===== src/rtl/cpu_sequencer_pkg.sv =====
// Shared types for the multi-cycle sequencer: FSM state codes, branch
// condition codes and NZCV bit positions.
package cpu_pkg;

  typedef enum logic [2:0] {
    S_IDLE      = 3'd0,
    S_FETCH     = 3'd1,
    S_DECODE    = 3'd2,
    S_EXECUTE   = 3'd3,
    S_WRITEBACK = 3'd4,
    S_HALTED    = 3'd5,
    S_FAULT     = 3'd6
  } state_t;

  typedef enum logic [2:0] {
    CC_AL = 3'd0,
    CC_EQ = 3'd1,
    CC_NE = 3'd2,
    CC_LT = 3'd3,
    CC_GE = 3'd4,
    CC_CS = 3'd5,
    CC_CC = 3'd6,
    CC_NV = 3'd7
  } cond_t;

  localparam int unsigned N_IDX = 3;
  localparam int unsigned Z_IDX = 2;
  localparam int unsigned C_IDX = 1;
  localparam int unsigned V_IDX = 0;

endpackage


===== src/rtl/cpu_sequencer_if.sv =====
// Control-unit/datapath signals seen by the sequencer; the slave side is the
// sequencer itself, the master side is whoever drives the decoded inputs.
interface cpu_sequencer_if #(
  parameter int unsigned COND_W = 3
);
  logic              run;
  logic              imem_ack;
  logic              is_halt;
  logic              is_branch;
  logic [COND_W-1:0] branch_cond;
  logic              writes_reg;
  logic              update_flags;
  logic [3:0]        alu_nzcv;

  logic              imem_req;
  logic              ir_load;
  logic              rwe;
  logic              pc_we;
  logic              pc_sel;
  logic [3:0]        flags;
  logic [2:0]        state;
  logic              fault;

  modport master (
    output run, imem_ack, is_halt, is_branch, branch_cond, writes_reg,
           update_flags, alu_nzcv,
    input  imem_req, ir_load, rwe, pc_we, pc_sel, flags, state, fault
  );

  modport slave (
    input  run, imem_ack, is_halt, is_branch, branch_cond, writes_reg,
           update_flags, alu_nzcv,
    output imem_req, ir_load, rwe, pc_we, pc_sel, flags, state, fault
  );
endinterface


===== src/rtl/cpu_sequencer_branch_cond_eval.sv =====
// Combinational branch condition evaluation against a stored NZCV value.
module branch_cond_eval
  import cpu_pkg::*;
#(
  parameter int unsigned COND_W = 3
) (
  input  logic [COND_W-1:0] cond_i,
  input  logic [3:0]        nzcv_i,
  output logic              cond_met_o
);

  always_comb begin
    cond_met_o = 1'b0;
    case (cond_i)
      COND_W'(CC_AL): cond_met_o = 1'b1;
      COND_W'(CC_EQ): cond_met_o = nzcv_i[Z_IDX];
      COND_W'(CC_NE): cond_met_o = ~nzcv_i[Z_IDX];
      COND_W'(CC_LT): cond_met_o = nzcv_i[N_IDX] ^ nzcv_i[V_IDX];
      COND_W'(CC_GE): cond_met_o = ~(nzcv_i[N_IDX] ^ nzcv_i[V_IDX]);
      COND_W'(CC_CS): cond_met_o = nzcv_i[C_IDX];
      COND_W'(CC_CC): cond_met_o = ~nzcv_i[C_IDX];
      default:        cond_met_o = 1'b0;
    endcase
  end

endmodule


===== src/rtl/cpu_sequencer.sv =====
// Multi-cycle FETCH/DECODE/EXECUTE/WRITEBACK sequencer with NZCV flag
// register, branch resolution, HALT and instruction-fetch timeout.
module cpu_sequencer
  import cpu_pkg::*;
#(
  parameter int unsigned MEM_TIMEOUT = 15,
  parameter int unsigned COND_W      = 3
) (
  input  logic            clk,
  input  logic            rst,
  cpu_sequencer_if.slave  bus
);

  localparam logic [7:0] WAIT_LAST = 8'(MEM_TIMEOUT - 1);

  state_t     state_q, state_d;
  logic [7:0] cnt_q, cnt_d;
  logic [3:0] flags_q, flags_d;
  logic       cond_met_q, cond_met_d;
  logic       cond_met;

  logic imem_req, ir_load, rwe, pc_we, pc_sel;

  branch_cond_eval #(.COND_W(COND_W)) u_cond (
    .cond_i     (bus.branch_cond),
    .nzcv_i     (flags_q),
    .cond_met_o (cond_met)
  );

  always_ff @(posedge clk or posedge rst) begin
    if (rst) begin
      state_q    <= S_IDLE;
      cnt_q      <= '0;
      flags_q    <= '0;
      cond_met_q <= 1'b0;
    end else begin
      state_q    <= state_d;
      cnt_q      <= cnt_d;
      flags_q    <= flags_d;
      cond_met_q <= cond_met_d;
    end
  end

  always_comb begin
    state_d    = state_q;
    cnt_d      = cnt_q;
    flags_d    = flags_q;
    cond_met_d = cond_met_q;
    imem_req   = 1'b0;
    ir_load    = 1'b0;
    rwe        = 1'b0;
    pc_we      = 1'b0;
    pc_sel     = 1'b0;

    case (state_q)
      S_IDLE: begin
        if (bus.run) begin
          state_d = S_FETCH;
          cnt_d   = '0;
        end
      end
      S_FETCH: begin
        imem_req = 1'b1;
        if (bus.imem_ack) begin
          ir_load = 1'b1;
          state_d = S_DECODE;
        end else begin
          // cnt_q counts FETCH cycles already ended without ack
          cnt_d = cnt_q + 8'd1;
          if (cnt_q == WAIT_LAST) state_d = S_FAULT;
        end
      end
      S_DECODE: begin
        state_d = bus.is_halt ? S_HALTED : S_EXECUTE;
      end
      S_EXECUTE: begin
        // sampled from the pre-update flags so a flag-setting branch sees old NZCV
        cond_met_d = cond_met;
        if (bus.update_flags) flags_d = bus.alu_nzcv;
        state_d = S_WRITEBACK;
      end
      S_WRITEBACK: begin
        rwe    = bus.writes_reg;
        pc_we  = 1'b1;
        pc_sel = bus.is_branch & cond_met_q;
        cnt_d  = '0;
        state_d = bus.run ? S_FETCH : S_IDLE;
      end
      S_HALTED: ;
      S_FAULT:  ;
      default:  state_d = S_IDLE;
    endcase
  end

  assign bus.imem_req = imem_req;
  assign bus.ir_load  = ir_load;
  assign bus.rwe      = rwe;
  assign bus.pc_we    = pc_we;
  assign bus.pc_sel   = pc_sel;
  assign bus.flags    = flags_q;
  assign bus.state    = state_q;
  assign bus.fault    = (state_q == S_FAULT);

endmodule


===== src/flat_wrapper.sv =====
// flat-port wrapper written by rule: the top's interface ports become plain ports
module cpu_sequencer_flat import cpu_pkg::*;
#(
  parameter int unsigned MEM_TIMEOUT = 15,
  parameter int unsigned COND_W      = 3
)
  (clk, rst, bus_run, bus_imem_ack, bus_is_halt, bus_is_branch, bus_branch_cond, bus_writes_reg, bus_update_flags, bus_alu_nzcv, bus_imem_req, bus_ir_load, bus_rwe, bus_pc_we, bus_pc_sel, bus_flags, bus_state, bus_fault);
  cpu_sequencer_if #(.COND_W(COND_W)) bus_i ();
  input  logic clk;
  input  logic rst;
  input wire logic [$bits(bus_i.run)-1:0] bus_run;
  input wire logic [$bits(bus_i.imem_ack)-1:0] bus_imem_ack;
  input wire logic [$bits(bus_i.is_halt)-1:0] bus_is_halt;
  input wire logic [$bits(bus_i.is_branch)-1:0] bus_is_branch;
  input wire logic [$bits(bus_i.branch_cond)-1:0] bus_branch_cond;
  input wire logic [$bits(bus_i.writes_reg)-1:0] bus_writes_reg;
  input wire logic [$bits(bus_i.update_flags)-1:0] bus_update_flags;
  input wire logic [$bits(bus_i.alu_nzcv)-1:0] bus_alu_nzcv;
  output wire logic [$bits(bus_i.imem_req)-1:0] bus_imem_req;
  output wire logic [$bits(bus_i.ir_load)-1:0] bus_ir_load;
  output wire logic [$bits(bus_i.rwe)-1:0] bus_rwe;
  output wire logic [$bits(bus_i.pc_we)-1:0] bus_pc_we;
  output wire logic [$bits(bus_i.pc_sel)-1:0] bus_pc_sel;
  output wire logic [$bits(bus_i.flags)-1:0] bus_flags;
  output wire logic [$bits(bus_i.state)-1:0] bus_state;
  output wire logic [$bits(bus_i.fault)-1:0] bus_fault;
  assign bus_i.run = bus_run;
  assign bus_i.imem_ack = bus_imem_ack;
  assign bus_i.is_halt = bus_is_halt;
  assign bus_i.is_branch = bus_is_branch;
  assign bus_i.branch_cond = bus_branch_cond;
  assign bus_i.writes_reg = bus_writes_reg;
  assign bus_i.update_flags = bus_update_flags;
  assign bus_i.alu_nzcv = bus_alu_nzcv;
  assign bus_imem_req = bus_i.imem_req;
  assign bus_ir_load = bus_i.ir_load;
  assign bus_rwe = bus_i.rwe;
  assign bus_pc_we = bus_i.pc_we;
  assign bus_pc_sel = bus_i.pc_sel;
  assign bus_flags = bus_i.flags;
  assign bus_state = bus_i.state;
  assign bus_fault = bus_i.fault;
  cpu_sequencer #(.MEM_TIMEOUT(MEM_TIMEOUT), .COND_W(COND_W)) u_core (.clk(clk), .rst(rst), .bus(bus_i));
endmodule

===== config.mk =====
export PLATFORM = sky130hd
export DESIGN_NAME = cpu_sequencer_flat
export DESIGN_NICKNAME = d
export VERILOG_FILES = /design/src/rtl/cpu_sequencer_pkg.sv /design/src/rtl/cpu_sequencer_if.sv /design/src/rtl/cpu_sequencer_branch_cond_eval.sv /design/src/rtl/cpu_sequencer.sv /design/src/flat_wrapper.sv
export SDC_FILE = /design/constraint.sdc
export NUM_CORES = 1
export LEC_CHECK = 0
export ABC_AREA = 1
export CAP_MARGIN = 20
export CORE_UTILIZATION = 47
export CTS_CLUSTER_SIZE = 20
export DETAILED_ROUTE_END_ITERATION = 16
export GPL_TIMING_DRIVEN = 0
export PLACE_DENSITY = 0.79
export SYNTH_ARGS = -nofsm -noshare
export SYNTH_HDL_FRONTEND = slang
export SYNTH_SLANG_ARGS = --single-unit

===== constraint.sdc =====
create_clock -name clk -period 1.5 [get_ports clk]
set_input_delay 0.15 -clock clk [delete_from_list [all_inputs] [get_ports clk]]
set_output_delay 0.15 -clock clk [all_outputs]
set_load 0.01 [all_outputs]

-- Word level (Yosys, flattened, before mapping)
Cells that the tools add are included.
- add/subtract/negate cells: 1
- equality and inequality tests: 16
- muxes and demuxes: 16
- bitwise gates (word level): 6
- reductions and logical operators: 7
- operators by type and width (operator ; count):
    8-bit case mux with 3 select lines ; 1
    3-bit equality test (second input constant) ; 6
    3-bit case mux with 6 select lines ; 1
    8-bit 2-to-1 mux ; 2
    3-bit by 2-bit equality test with 1-bit output (second input constant) ; 4
    3-bit 2-to-1 mux ; 4
    8-bit by 1-bit adder with 8-bit output (second input constant) ; 1
    8-bit by 4-bit equality test with 1-bit output (second input constant) ; 1
    1-bit 2-to-1 mux ; 7
    1-bit case mux with 7 select lines ; 1
    3-bit by 1-bit equality test with 1-bit output (second input constant) ; 2
    3-bit logical NOT ; 2
    3-bit AND reduction ; 2
    2-bit != test (second input constant) ; 2
    1-bit inverter ; 4
    3-bit by 2-bit != test with 1-bit output (second input constant) ; 1
    3-bit nonzero test ; 1
    2-bit AND reduction ; 1
    2-bit OR reduction ; 1
    1-bit bitwise AND ; 1
    1-bit XOR ; 1
- register bits: 16
- input bits: 15
- output and inout bits: 13
- logic and storage cells: 50

-- Longest topological paths before layout
Gate-level depths: netlist (run 1).
- word-level depth: 4
- depth in mapped cells: 9
- gate-level depth less buffers: 9

-- Cells and area by module
From an unflattened synthesis (run 1), not the netlist that was laid out.
- cell total of the unflattened synthesis: 163
- area, all modules: 1081.0 µm²
- modules (own cells, without submodules) (module ; times used ; cells each ; area each (µm²) ; seq. area each (µm²)):
    cpu_sequencer ; 1 ; 136 ; 974.7 ; 400.4
    branch_cond_eval ; 1 ; 27 ; 106.4 ; 0.0

-- Least setup slack after synthesis (run 1)
OpenSTA, ideal clock, no wires.
- path kind: register to output
- start: reg u_core.state_q[0], in the netlist u_core.bus.state[0]
- end: out bus_pc_sel
- arrival time: 1.186 ns
- required time: 1.350 ns
- path slack: 0.164 ns
- cell stages (with the launch flop): 7
- buffers on the path: 1
- path through: dfrtp_1 buf_6 nor2_4 inv_1 nor2_1 inv_1 nor2_1
- word-level cells in the longest chain between the ends: 2
- RTL lines (item ; RTL line ; RTL):
    from (decl) ; cpu_sequencer.sv:16 ; state_t state_q, state_d;
    from (signal assigned) ; cpu_sequencer.sv:37 ; state_q <= state_d;
    3-bit equality test ; cpu_sequencer.sv:55 ; case (state_q)
    1-bit 2-to-1 mux ; cpu_sequencer.sv:55 ;
    to (decl) ; flat_wrapper.sv:23 ; output wire logic [$bits(bus_i.pc_sel)-1:0] bus_pc_sel;
No other way between the ends.

-- Worst setup path after layout (run 1)
Same ends and word-level chain as after synthesis.

==> impl_results.md, run 1 <==
- Maximum vdd drop: 1010 µV
- Placed cells: 206
- Hold Crit Class: input pin to async pin
- Area of the multi-input gates: 548.0 µm²
- Netlist cell types: 22
- First-pass GRT wire length: 4.146 mm
- Syn_nets: 169
- Starting Density: 0.5178
- Ys async rst share: 1.000
- Layout net count: 208
- Final Hold Fails: 0
- Largest fanout on the critical path: 5
- Clock-pin slew on the worst setup and hold paths: 100 ps
- PortBufs: 27
- Root buf cell: clkbuf_4
- Clk sinks: 16
- Largest net degree at the start of global routing: 17
- Top FF cell, synth: dfrtp_1
- CTS max path bufs: 2
- Htree depth: 1
- Slew at the pin closest to its max-slew limit: 605.1 ps
- Drt pass-1 iters: 4
- #FFs+latches synth: 16
- Synth top cells by count: 43 x nand2_1, 22 x inv_1, 22 x nor2_1
- Core footprint: 2042 µm²
- Seq/Total Area, Yosys: 0.3787
- Number of vias per cell: 4.945
- Biggest area consumer among synthesized cells: dfrtp_1
- Synth Cell Area: 1057 µm²
- R2R depth: 8
- F_max: 0.6687 GHz
- Critical path data required time: 1350 ps
- Crit path from: u_core.bus.state[0]$_DFFE_PP0P_
- Routed Antenna Nets: 0
- Dpl ws: -199.3 ps
- Register Area: 400.4 µm²
- Max_cap viols: 0
- # diodes: 0
- Final Slew Violations: 0
- Antenna violations before repair: 0
- Final Wtd Congestion: 0.8891
- Vias in the first global route: 1019
- Worst-Skew Late Latency: 280 ps
- EDFF count, synth: 0
- Area growth, synth to finish: 35.86%
- Max_slew headroom: 0.5962
- Layout cell share with drive strength beyond 1: 0.1842
- Reg2reg end: u_core.cnt_q[1]$_DFFE_PP0P_
- Width of the die: 49.43 µm
- Reg2reg start: u_core.bus.state[0]$_DFFE_PP0P_
- Startpoint Class: flop
- Non-Filler Instances: 217
- Yosys top cell area share: 0.3787
- Reg-to-reg setup timing slack: 170 ps
- CTS tree: built
- Largest cells by area after synthesis: dfrtp_1 38%, nand2_1 15%, nand3_1 8.0%
- Total track usage: 0.2186
- Fin crit share: 0.9969
- Ports: 28
- Final WL: 2.493 mm
- Worst setup path end: bus_pc_sel
- CP endpoint kind: primary output
- Post-CTS Hold Fix Bufs: 0
- Vias: 1073
- Final setup margin: 4.638 ps
- GR Overflow Total: 0
- P_leak: 0.7257 nW
- CTS buffer count: 3
- Die area: 2443 µm²
- # fillers: 185
- Status: finished, final reports clean
- Unrepaired setup endpoints after global routing: true
- Most common cell in the synthesized netlist: nand2_1
- YS warnings: 0
- Arrival time worst endpoint: 1350 ps
- Final setup vio count: 0
- Die Y: 49.43 µm
- Minimum clock period: 1495 ps
- Detailed Place HPWL: 1.831 mm
- Critical path class: flop to primary output
- Pwr Density: 1561 nW/µm²
- Worst Clk Skew: 1.302 ps
- Routed wire per std cell: 11.49 µm
- Starting DRT DRC Count: 14
- Synth Instances: 152
- FP Rows: 16
- Post-route DRC: 0
- Synth Area per Inst: 6.956 µm²
layout by cell type (no fill, tap or decap), drive strengths merged, types with 2 or more instances in the layout:
master,Yosys,routed
nand3,18,18
a21oi,4,4
inv,25,25
dfrtp,16,16
ha,2,2
nor2,25,25
clkbuf,0,5
nand4,4,4
buf,2,14
clkdlybuf4s50,0,19
nand2,45,45
o21ai,9,9
layer usage:
metal,up-vias,global-route usage,wire length [µm]
met5,-,0,0
met4,0,0.05238,8
met3,2,0.05607,99
met2,23,0.3973,1278
met1,490,0.2539,1107
li1,558,-,-
final cells by class:
type | instances | area share
Clock buffer | 4 | 0.02526
Inverter | 25 | 0.07056
Timing Repair Buffer | 34 | 0.2047
Sequential cell | 16 | 0.2787
Tap cell | 27 | 0.02352
Multi-Input combinational cell | 109 | 0.3815
Buffer | 2 | 0.01568
cell families (layout without fill, tap and decap cells):
logic type | after synthesis | count (layout) | synth area share
and+or+nand+nor | 93 | 93 | 0.4083
DFF | 16 | 16 | 0.3787
buffers and inverters | 27 | 65 | 0.1172
AOI/OAI and AO/OA | 14 | 14 | 0.07220
adders and majority gates | 2 | 2 | 0.02366
report_power, final:
part	switching, W	leakage [nW]	total, W	internal [W]
Combinational	0.000723	0.498	0.00130	0.000572
Clock	0.000140	0.0210	0.000288	0.000148
Sequential	0.000108	0.207	0.000659	0.000552
Total	0.000970	0.726	0.00224	0.00127
critical path: stages (launching register included):
cell and delay [ps]:
dfrtp_1 400, buf_6 150, nor2_4 110, inv_2 60, nor2_4 90, inv_2 40
nor2_1 80, buf_2 130
worst min path at each step:
stage | depth (start not counted) | slack, ps | end
floorplan | 1 | 60 | u_core.bus.flags[0]$_DFFE_PP0P_
CTS | 2 | 250 | u_core.bus.flags[1]$_DFFE_PP0P_
global route | 2 | 310 | u_core.cnt_q[0]$_DFFE_PP0P_
finish | 2 | 230 | u_core.cnt_q[0]$_DFFE_PP0P_
detailed placement | 2 | 520 | u_core.cond_met_q$_DFFE_PP0N_
global placement | 2 | 480 | u_core.cond_met_q$_DFFE_PP0N_
timing repair:
action,in CTS,in global routing
gates resized for setup,26,6
setup buffers,5,2
endpoints found under the setup margin,6,5
pin swaps,2,4
endpoints found under the hold margin,0,0
registers in the layout, indices dropped and copies added, names as in the netlist:
name	flops
u_core.bus.state	3
u_core.cond_met_q	1
u_core.cnt_q	8
u_core.bus.flags	4
stage by stage:
stage            util  instance area (µm²)  hold WS, ps  setup TNS (ps)  total power, W
4_1_cts        0.6955                 1420        251.6          -98.17        0.002194
2_1_floorplan       -                 1057        63.74               0        0.001395
3_5_place_dp   0.6667                 1361        516.7          -566.9        0.001823
5_1_grt        0.7034                 1436        308.3          -193.2        0.002404
3_3_place_gp   0.6667                 1361        475.9          -539.8        0.001785
6_report       0.7034                 1436        225.6               0        0.002242
(Power assumes the default switching activity.)
==> run 2, diff against run 1 <==
--- a/config.mk
+++ b/config.mk
@@ -12,6 +12,7 @@
 export DETAILED_ROUTE_END_ITERATION = 16
 export GPL_TIMING_DRIVEN = 0
 export PLACE_DENSITY = 0.79
+export SKIP_LAST_GASP = 1
 export SYNTH_ARGS = -nofsm -noshare
 export SYNTH_HDL_FRONTEND = slang
 export SYNTH_SLANG_ARGS = --single-unit
==> run 2 against run 1 <==
Critical path depth is the same. Sequential share of layout area down 0.073 points. Sequential power hardly changed. Clock power about the same. Cell count did not move. Combinational power about the same. Fmax fell by 0.22%. Largest power group unchanged. Highest routed layer unchanged.
==> impl_results.md, run 2 (synthesis gave the netlist of run 1 again) <==
- Most frequent cells in the layout: 42 x nand2_1, 21 x nor2_1, 19 x inv_1, 19 x clkdlybuf4s50_1, 17 x nand3_1
- Layout net count: 208 (unchanged)
- First-pass GRT wire length: 4.146 mm (unchanged)
- Max_cap viols: 0 (unchanged)
- Most common cell after layout, fill and taps aside: nand2_1
- FP Rows: 16 (unchanged)
- Vias in the first global route: 1019 (unchanged)
- Number of vias per cell: 4.972 (+0.56%)
- Startpoint Class: flop
- CTS buffer count: 3 (unchanged)
- Die Y: 49.43 µm (unchanged)
- GR Overflow Total: 0 (unchanged)
- Worst Clk Skew: 1.703 ps (+0.4010 ps)
- CTS tree: built
- Drt pass-1 iters: 4 (unchanged)
- Number of flip-flops in the largest register: 8 (unchanged)
- Min Hold Slack: 224.8 ps (-0.8120 ps)
- Arrival time worst endpoint: 1350 ps (about the same)
- Critical path data required time: 1350 ps (about the same)
- P_leak: 0.7369 nW (+1.6%)
- CTS max path bufs: 2 (unchanged)
- Die area: 2443 µm² (unchanged)
- Final setup margin: 1.371 ps (-3.267 ps)
- Slew at the pin closest to its max-slew limit: 604.2 ps (-0.8118 ps)
- Status: finished, final reports clean
- # diodes: 0 (unchanged)
- Root buf cell: clkbuf_4
- Minimum clock period: 1499 ps (+3.267 ps)
- CP endpoint kind: primary output
- Width of the die: 49.43 µm (unchanged)
- Post-route DRC: 0 (unchanged)
- Layout cell share with drive strength beyond 1: 0.1842 (unchanged)
- Total track usage: 0.2186 (unchanged)
- Vias: 1079 (+0.56%)
- Final Wtd Congestion: 0.8891 (unchanged)
- Htree depth: 1 (unchanged)
- Clk sinks: 16 (unchanged)
- PortBufs: 27 (unchanged)
- Largest net degree at the start of global routing: 17 (unchanged)
- Largest fanout on the critical path: 5 (unchanged)
- Max_slew headroom: 0.5967 (about the same)
- Unrepaired setup endpoints after global routing: true
- Routed Antenna Nets: 0 (unchanged)
- Hold Crit Class: input pin to async pin
- Final instance area: 1440 µm² (+0.26%)
- Antenna violations before repair: 0 (unchanged)
- Worst-Skew Late Latency: 280 ps (about the same)
- Clock-pin slew on the worst setup and hold paths: 100 ps (about the same)
- Pwr Density: 1563 nW/µm² (+0.17%)
- R2R depth: 8 (unchanged)
- Starting DRT DRC Count: 13 (-1)
- Final Slew Violations: 0 (unchanged)
- Placed inst area: 1361 µm² (unchanged)
- Final setup vio count: 0 (unchanged)
- Area growth, synth to finish: 36.21%
- Dpl ws: -199.3 ps (unchanged)
- Maximum vdd drop: 1009 µV (about the same)
- Detailed Place HPWL: 1.831 mm (unchanged)
- Final TNS setup: 0 ps (unchanged)
- Routed wire per std cell: 11.59 µm (+0.92%)
- Crit path from: u_core.bus.state[0]$_DFFE_PP0P_
- Core footprint: 2042 µm² (unchanged)
- Ports: 28 (unchanged)
- Reg2reg start: u_core.bus.state[0]$_DFFE_PP0P_
- Starting Density: 0.5178 (unchanged)
- Fin crit share: 0.9991 (+0.002178)
- Biggest register: u_core.cnt_q
- Final Hold Fails: 0 (unchanged)
- Critical path class: flop to primary output
- F_max: 0.6673 GHz (-0.22%)
- Final WL: 2.516 mm (+0.92%)
==> run 2: changes by cell type in the layout (fill, tap and decap cells not counted), sizes merged <==
cell,previous run,this run
dlymetal6s2s,1,2
dlygate4sd2,1,0
==> run 2: report_power, final <==
group | switching [W] | internal, W
registers | 0.000107 | 0.000552
logic | 0.000729 | 0.000577
clock network | 0.000140 | 0.000148
==> run 2: worst max-delay path: stages (launching register included) <==
cell	delay, ps
dfrtp_1	400
buf_6	150
nor2_4	110
inv_2	60
nor2_4	90
inv_2	40
nor2_1	80
buf_2	130
==> run 2: final timing paths <==
path,endpoint,slack [ps]
min in group clk,u_core.bus.flags[1]$_DFFE_PP0P_,410
worst max-delay path,bus_pc_sel,1
worst min register to register,u_core.cnt_q[7]$_DFFE_PP0P_,540
worst max register to register,u_core.bus.state[1]$_DFFE_PP0P_,160
max in group asynchronous,u_core.bus.flags[2]$_DFFE_PP0P_,890
worst min-delay path,u_core.cnt_q[0]$_DFFE_PP0P_,220
==> run 2: area by class of cell <==
type                    instances  area [µm²]
inverters                      25       101.3
fillers                       183       601.8
flip-flops and latches         16       400.4
repair buffers                 34       297.8
plain buffers                   2       22.52
well taps                      27       33.78
multi-input cells             109       548.0
clock buffers                   4       36.28
==> run 2: per-layer routing <==
layer  GRT usage  part of all wire
met5           0                 0
met1      0.2539              0.44
met3     0.05607             0.033
met2      0.3973              0.52
met4     0.05238            0.0032
==> run 2: what timing repair did <==
item / 4_1_cts / 5_1_grt
hold buffers: 0 / 0
pin swaps: 2 / 4
resized for setup: 25 / 7
setup endpoints to repair: 6 / 6
setup buffers: 5 / 2
==> run 2: through the flow <==
step	utilization	power (W)	instances
after floorplan	-	0.001395	152
after global placement	0.6667	0.001785	206
after detailed placement	0.6667	0.001823	206
after CTS	0.6961	0.002201	215
after global routing	0.7053	0.002410	217
final	0.7053	0.002251	217
==> run 3, diff against run 2 <==
--- a/config.mk
+++ b/config.mk
@@ -11,6 +11,7 @@
 export CTS_CLUSTER_SIZE = 20
 export DETAILED_ROUTE_END_ITERATION = 16
 export GPL_TIMING_DRIVEN = 0
+export HOLD_SLACK_MARGIN = 0.12
 export PLACE_DENSITY = 0.79
 export SKIP_LAST_GASP = 1
 export SYNTH_ARGS = -nofsm -noshare
==> results of run 3 <==
The final DEF is identical to that of run 2; final timing and power are the same.
==> patch 1: new RTL, settings of run 1 <==
`COND_W` is set to 3 in 4 places; all go to 6.
--- a/src/rtl/cpu_sequencer_if.sv
+++ b/src/rtl/cpu_sequencer_if.sv
@@ -2,5 +2,5 @@
 // sequencer itself, the master side is whoever drives the decoded inputs.
 interface cpu_sequencer_if #(
-  parameter int unsigned COND_W = 3
+  parameter int unsigned COND_W = 6
 );
   logic              run;
--- a/src/rtl/cpu_sequencer_branch_cond_eval.sv
+++ b/src/rtl/cpu_sequencer_branch_cond_eval.sv
@@ -3,5 +3,5 @@
   import cpu_pkg::*;
 #(
-  parameter int unsigned COND_W = 3
+  parameter int unsigned COND_W = 6
 ) (
   input  logic [COND_W-1:0] cond_i,
--- a/src/rtl/cpu_sequencer.sv
+++ b/src/rtl/cpu_sequencer.sv
@@ -5,5 +5,5 @@
 #(
   parameter int unsigned MEM_TIMEOUT = 15,
-  parameter int unsigned COND_W      = 3
+  parameter int unsigned COND_W      = 6
 ) (
   input  logic            clk,
--- a/src/flat_wrapper.sv
+++ b/src/flat_wrapper.sv
@@ -3,5 +3,5 @@
 #(
   parameter int unsigned MEM_TIMEOUT = 15,
-  parameter int unsigned COND_W      = 3
+  parameter int unsigned COND_W      = 6
 )
   (clk, rst, bus_run, bus_imem_ack, bus_is_halt, bus_is_branch, bus_branch_cond, bus_writes_reg, bus_update_flags, bus_alu_nzcv, bus_imem_req, bus_ir_load, bus_rwe, bus_pc_we, bus_pc_sel, bus_flags, bus_state, bus_fault);
Ports: changed (resized bus_branch_cond); port bits go from 28 to 31. The function was not compared with the original's and may differ.
==> patch 1 against run 1 <==
  * Sequential cell count is the same
  * Design area grew 8.7%
  * Die area grew 4.3%
  * Area after synthesis grew 4.5%
  * Worst setup slack gained 8.0 ps
  * Register-to-register slack lost 80 ps
  * Count of clock-buffer cells in the layout is the same
  * Total power grew 7.6%
  * Wire length grew 6.4%
  * Fmax grew 0.54%
==> patch 1: results (changes against run 1) <==
Status
  – Status: complete, no violations

Worst setup path
  – Worst R2R Path Depth: 9 (+1)
  – Critical Path Fanout Max: 4 (-1)

CTS
  – Setup repair bufs after CTS: 8 (+3)
  – Post-CTS sizing: 29 (+12%)

Synth
  – Synth unique cells: 26 (+18%)
  – Most common library cells after synthesis: nand2_1 (47), inv_1 (24), dfrtp_1 (16), nand3_1 (16), nor2_1 (15)
  – Post-synth ARST share: 1.00 (unchanged)
  – Post-synthesis sequential area ratio: 0.362 (-0.0163)
  – Top cells by area, synth: dfrtp_1 (36%), nand2_1 (16%), inv_1 (8.2%)
  – YS warnings: 0 (unchanged)
  – Mapped Nets: 179 (+5.9%)
  – Synth Area per Inst: 6.95 sq um (-0.10%)

Global routing
  – Tot GR Track Use: 0.237 (+0.0181)
  – First-pass GRT wire length: 4560 um (+10%)
  – Vias in the first global route: 1109 (+8.8%)

Timing
  – Max Clock Skew: 6.76 ps (+5.46 ps)
  – Least-Margin Pin Slew: 633 ps (+27.8 ps)

Finish
  – Total Nets Final: 225 (+8.2%)
  – # diodes: 0 (unchanged)
  – Layout cell share with drive strength beyond 1: 0.216 (+0.0315)
  – Filler instances: 189 (+2.2%)

Placement
  – Cells after DPL: 217 (+5.3%)
  – Hpwl dp: 1950 um (+6.5%)
  – GP Congestion: 0.842 (-5.3%)
  – Placed Area: 1440 sq um (+5.8%)
  – Dpl ws: -219 ps (-19.9 ps)

Routing
  – Initial DRC count: 21 (+7)
  – Met2 routed WL: 1350 um (+5.9%)
  – Metal3 WL: 106 um (+7.1%)
  – Avg WL per Cell: 11.4 um (-0.50%)
  – M1 WL: 1160 um (+4.5%)
  – Vias per std cell: 5.06 (+2.3%)
  – Via count: 1173 (+9.3%)

Pwr
  – Net Sw Power: 0.00104 W (+7.2%)
  – Pwr Density: 1550 nW/um^2 (-0.99%)
  – Lkg Pwr: 0.805 nW (+11%)
[patch 1: cell families (layout without fill, tap and decap cells)]
kind of cell    after synthesis  count (layout)  synth area share
xor+xnor                      1               1           0.00793
simple gates                 93              93             0.398
buf+inv                      31              76             0.125
fa+ha+maj                     2               2            0.0226
flops                        16              16             0.362
compound gates               16              16            0.0849
[patch 1: area by class of cell]
class                           instances  share of cell area
Buffer                                  2              0.0144
Clock buffer                            4              0.0232
Inverter                               29              0.0769
Multi-Input combinational cell        112               0.379
Sequential cell                        16               0.256
Tap cell                               28              0.0224
Timing Repair Buffer                   41               0.228
[patch 1: final timing paths]
path,startpoint,endpoint,slack (ps)
min,rst,u_core.cond_met_q$_DFFE_PP0N_,240
min in group clk,bus_alu_nzcv[1],u_core.bus.flags[1]$_DFFE_PP0P_,430
min reg2reg,u_core.cond_met_q$_DFFE_PP0N_,u_core.cond_met_q$_DFFE_PP0N_,520
max,u_core.bus.state[1]$_DFFE_PP0P_,bus_rwe,10
max reg2reg,u_core.bus.state[1]$_DFFE_PP0P_,u_core.bus.state[1]$_DFFE_PP0P_,90
max in group asynchronous,rst,u_core.cnt_q[1]$_DFFE_PP0P_,860
[patch 1: layer usage]
layer,track usage,vias up
met1,0.291,540
met5,0,-
met4,0.0926,0
met2,0.409,36
met3,0.0394,4
li1,-,593
[patch 1: worst max-delay path, cell delays in order (launching register included)]
cell,delay (ps)
dfrtp_1,400
buf_6,140
nor2_4,110
inv_2,60
nor2_4,90
inv_2,50
nor2_2,80
buf_2,120
[patch 1: power groups by stage]
stage	Clock, W	Sequential, W	Combinational [W]
after floorplan	0	0.000686	0.000744
after global placement	0	0.000658	0.00117
after detailed placement	0	0.000664	0.00120
after CTS	0.000300	0.000650	0.00139
after global routing	0.000316	0.000674	0.00161
final	0.000287	0.000649	0.00148
==> patch 2: new RTL, config.mk and constraints of run 1 <==
Without the edit above. Put a register stage on the output `bus.fault`. The value now appears one clock later.
--- a/src/rtl/cpu_sequencer.sv
+++ b/src/rtl/cpu_sequencer.sv
@@ -100,5 +100,7 @@
   assign bus.flags    = flags_q;
   assign bus.state    = state_q;
-  assign bus.fault    = (state_q == S_FAULT);
+  always_ff @(posedge clk) begin
+    bus.fault <= (state_q == S_FAULT);
+  end
 
 endmodule
Formal check against the unedited RTL: same outputs for any inputs over 10 cycles, from zero or initial values and one cycle with rst high; that may be too few to reach the edited logic, so the function may still have changed.
==> patch 2 against run 1 <==
  * Sequential cell count is 1 higher
  * Total power is 5.4% lower
  * Design area is 1.6% lower
  * Area after synthesis is 1.3% lower
  * Worst setup slack better by 58 ps
  * Wire length is 1.9% lower
  * Combinational power is 11% lower
==> patch 2: results (changes against run 1) <==
Worst setup path
  – CP delay by family, top: buffers and inverters
  – Critical path data arrival time: 1290 ps (-60 ps)
  – Crit-path slowest cell: clkdlybuf4s50_1
  – Max incr delay on CP: 570 ps (+170 ps)
  – Critical Path Fanout Max: 4 (-1)

Routing
  – Met2 routed WL: 1230 um (-3.8%)
  – M1 WL: 1110 um (about the same)
  – Vias per std cell: 4.97 (+0.47%)
  – Avg WL per Cell: 11.3 um (-1.9%)
  – DRT Pass-1 Iters: 5 (+1)
  – Initial DRC count: 26 (+12)
  – Top Layer Used: met4

Pwr
  – Combinational Power: 0.00116 W (-11%)
  – Lkg Pwr: 0.701 nW (-3.4%)
  – Clk network pwr share: 0.114 (-0.014)
  – VDD IR max: 1.03 mV (+1.7%)
  – Pwr Density: 1500 nW/um^2 (-3.9%)
  – Switching share of total power: 0.436 (+0.00301)

Placement
  – Buffers on Ports: 27 (unchanged)
  – Dpl ws: -114 ps (+85.2 ps)
  – Placed Area: 1350 sq um (-1.0%)
  – GP Congestion: 0.863 (-2.9%)
  – Hpwl dp: 1840 um (+0.26%)

Global routing
  – Met2 usage in global routing: 0.379 (-0.0183)
  – First-pass GRT wire length: 4080 um (-1.5%)
  – Initial antenna violation count: 0 (unchanged)
  – Pin count of the biggest net entering global routing: 17 (unchanged)
  – Grt met1 use: 0.279 (+0.0255)
  – Tot GR Track Use: 0.217 (-0.00152)
  – Met3 Track Usage GR: 0.0280 (-0.0280)
  – Vias in the first global route: 969 (-4.9%)

Synth
  – Synth unique cells: 21 (-4.5%)
  – Synth Area per Inst: 6.73 sq um (-3.2%)
  – Post-synth ARST share: 0.941 (-0.0588)
  – Mapped Nets: 172 (+1.8%)
  – Top cells by area, synth: dfrtp_1 (38%), nand2_1 (21%), nand3_1 (8.6%)
  – Most common library cells after synthesis: nand2_1 (57), inv_1 (19), nand3_1 (18)
  – Post-synthesis sequential area ratio: 0.403 (+0.0242)

Finish
  – Filler instances: 174 (-5.9%)
  – Layout cell share with drive strength beyond 1: 0.126 (-0.0579)

CTS
  – Max clock buf depth: 2 (unchanged)
  – CTS Root Cell: clkbuf_4
  – Worst-path clk slew: 100 ps (about the same)

Timing
  – Max Clock Skew: 5.16 ps (+3.86 ps)
  – Slew headroom: 0.595 (-0.00113)

Status
  – Status: complete, no violations
patch 2: logic make-up after synthesis:
kind of cell | share of synthesized area
AOI/OAI and AO/OA | 0.0875
adders and majority gates | 0.0240
xor gates and xnor gates | 0.0252
DFF | 0.403
buffers and inverters | 0.0863
and+or+nand+nor | 0.374
patch 2: area by class of cell:
cell class | instances | area, sq um | area share
clock buffer | 4 | 26.3 | 0.0186
sequential | 17 | 424 | 0.300
tap | 27 | 33.8 | 0.0239
inverter | 21 | 83.8 | 0.0593
buffer | 1 | 11.3 | 0.00796
timing repair buffer | 31 | 277 | 0.196
multi-input combinational | 116 | 558 | 0.395
patch 2: final timing paths:
| path | start | to | slack, ps | depth (start not counted) |
|---|---|---|---|---|
| worst min-delay path | rst | u_core.cnt_q[0]$_DFFE_PP0P_ | 230 | 2 |
| min in group clk | bus_alu_nzcv[3] | u_core.bus.flags[3]$_DFFE_PP0P_ | 430 | 3 |
| worst max-delay path | u_core.bus.flags[0]$_DFFE_PP0P_ | bus_flags[0] | 60 | 1 |
| worst min register to register | u_core.cond_met_q$_DFFE_PP0N_ | u_core.cond_met_q$_DFFE_PP0N_ | 500 | 2 |
| max in group asynchronous | rst | u_core.bus.state[0]$_DFFE_PP0P_ | 840 | 2 |
| worst max register to register | u_core.bus.state[0]$_DFFE_PP0P_ | u_core.bus.state[2]$_DFFE_PP0P_ | 80 | 9 |
patch 2: timing repair:
action / 4_1_cts / 5_1_grt
hold buffers: 0 / 0
setup buffers: 4 / 0
endpoints found under the hold margin: 0 / 0
resized for setup: 23 / 8
endpoints found under the setup margin: 6 / 14
gates cloned: 0 / 0
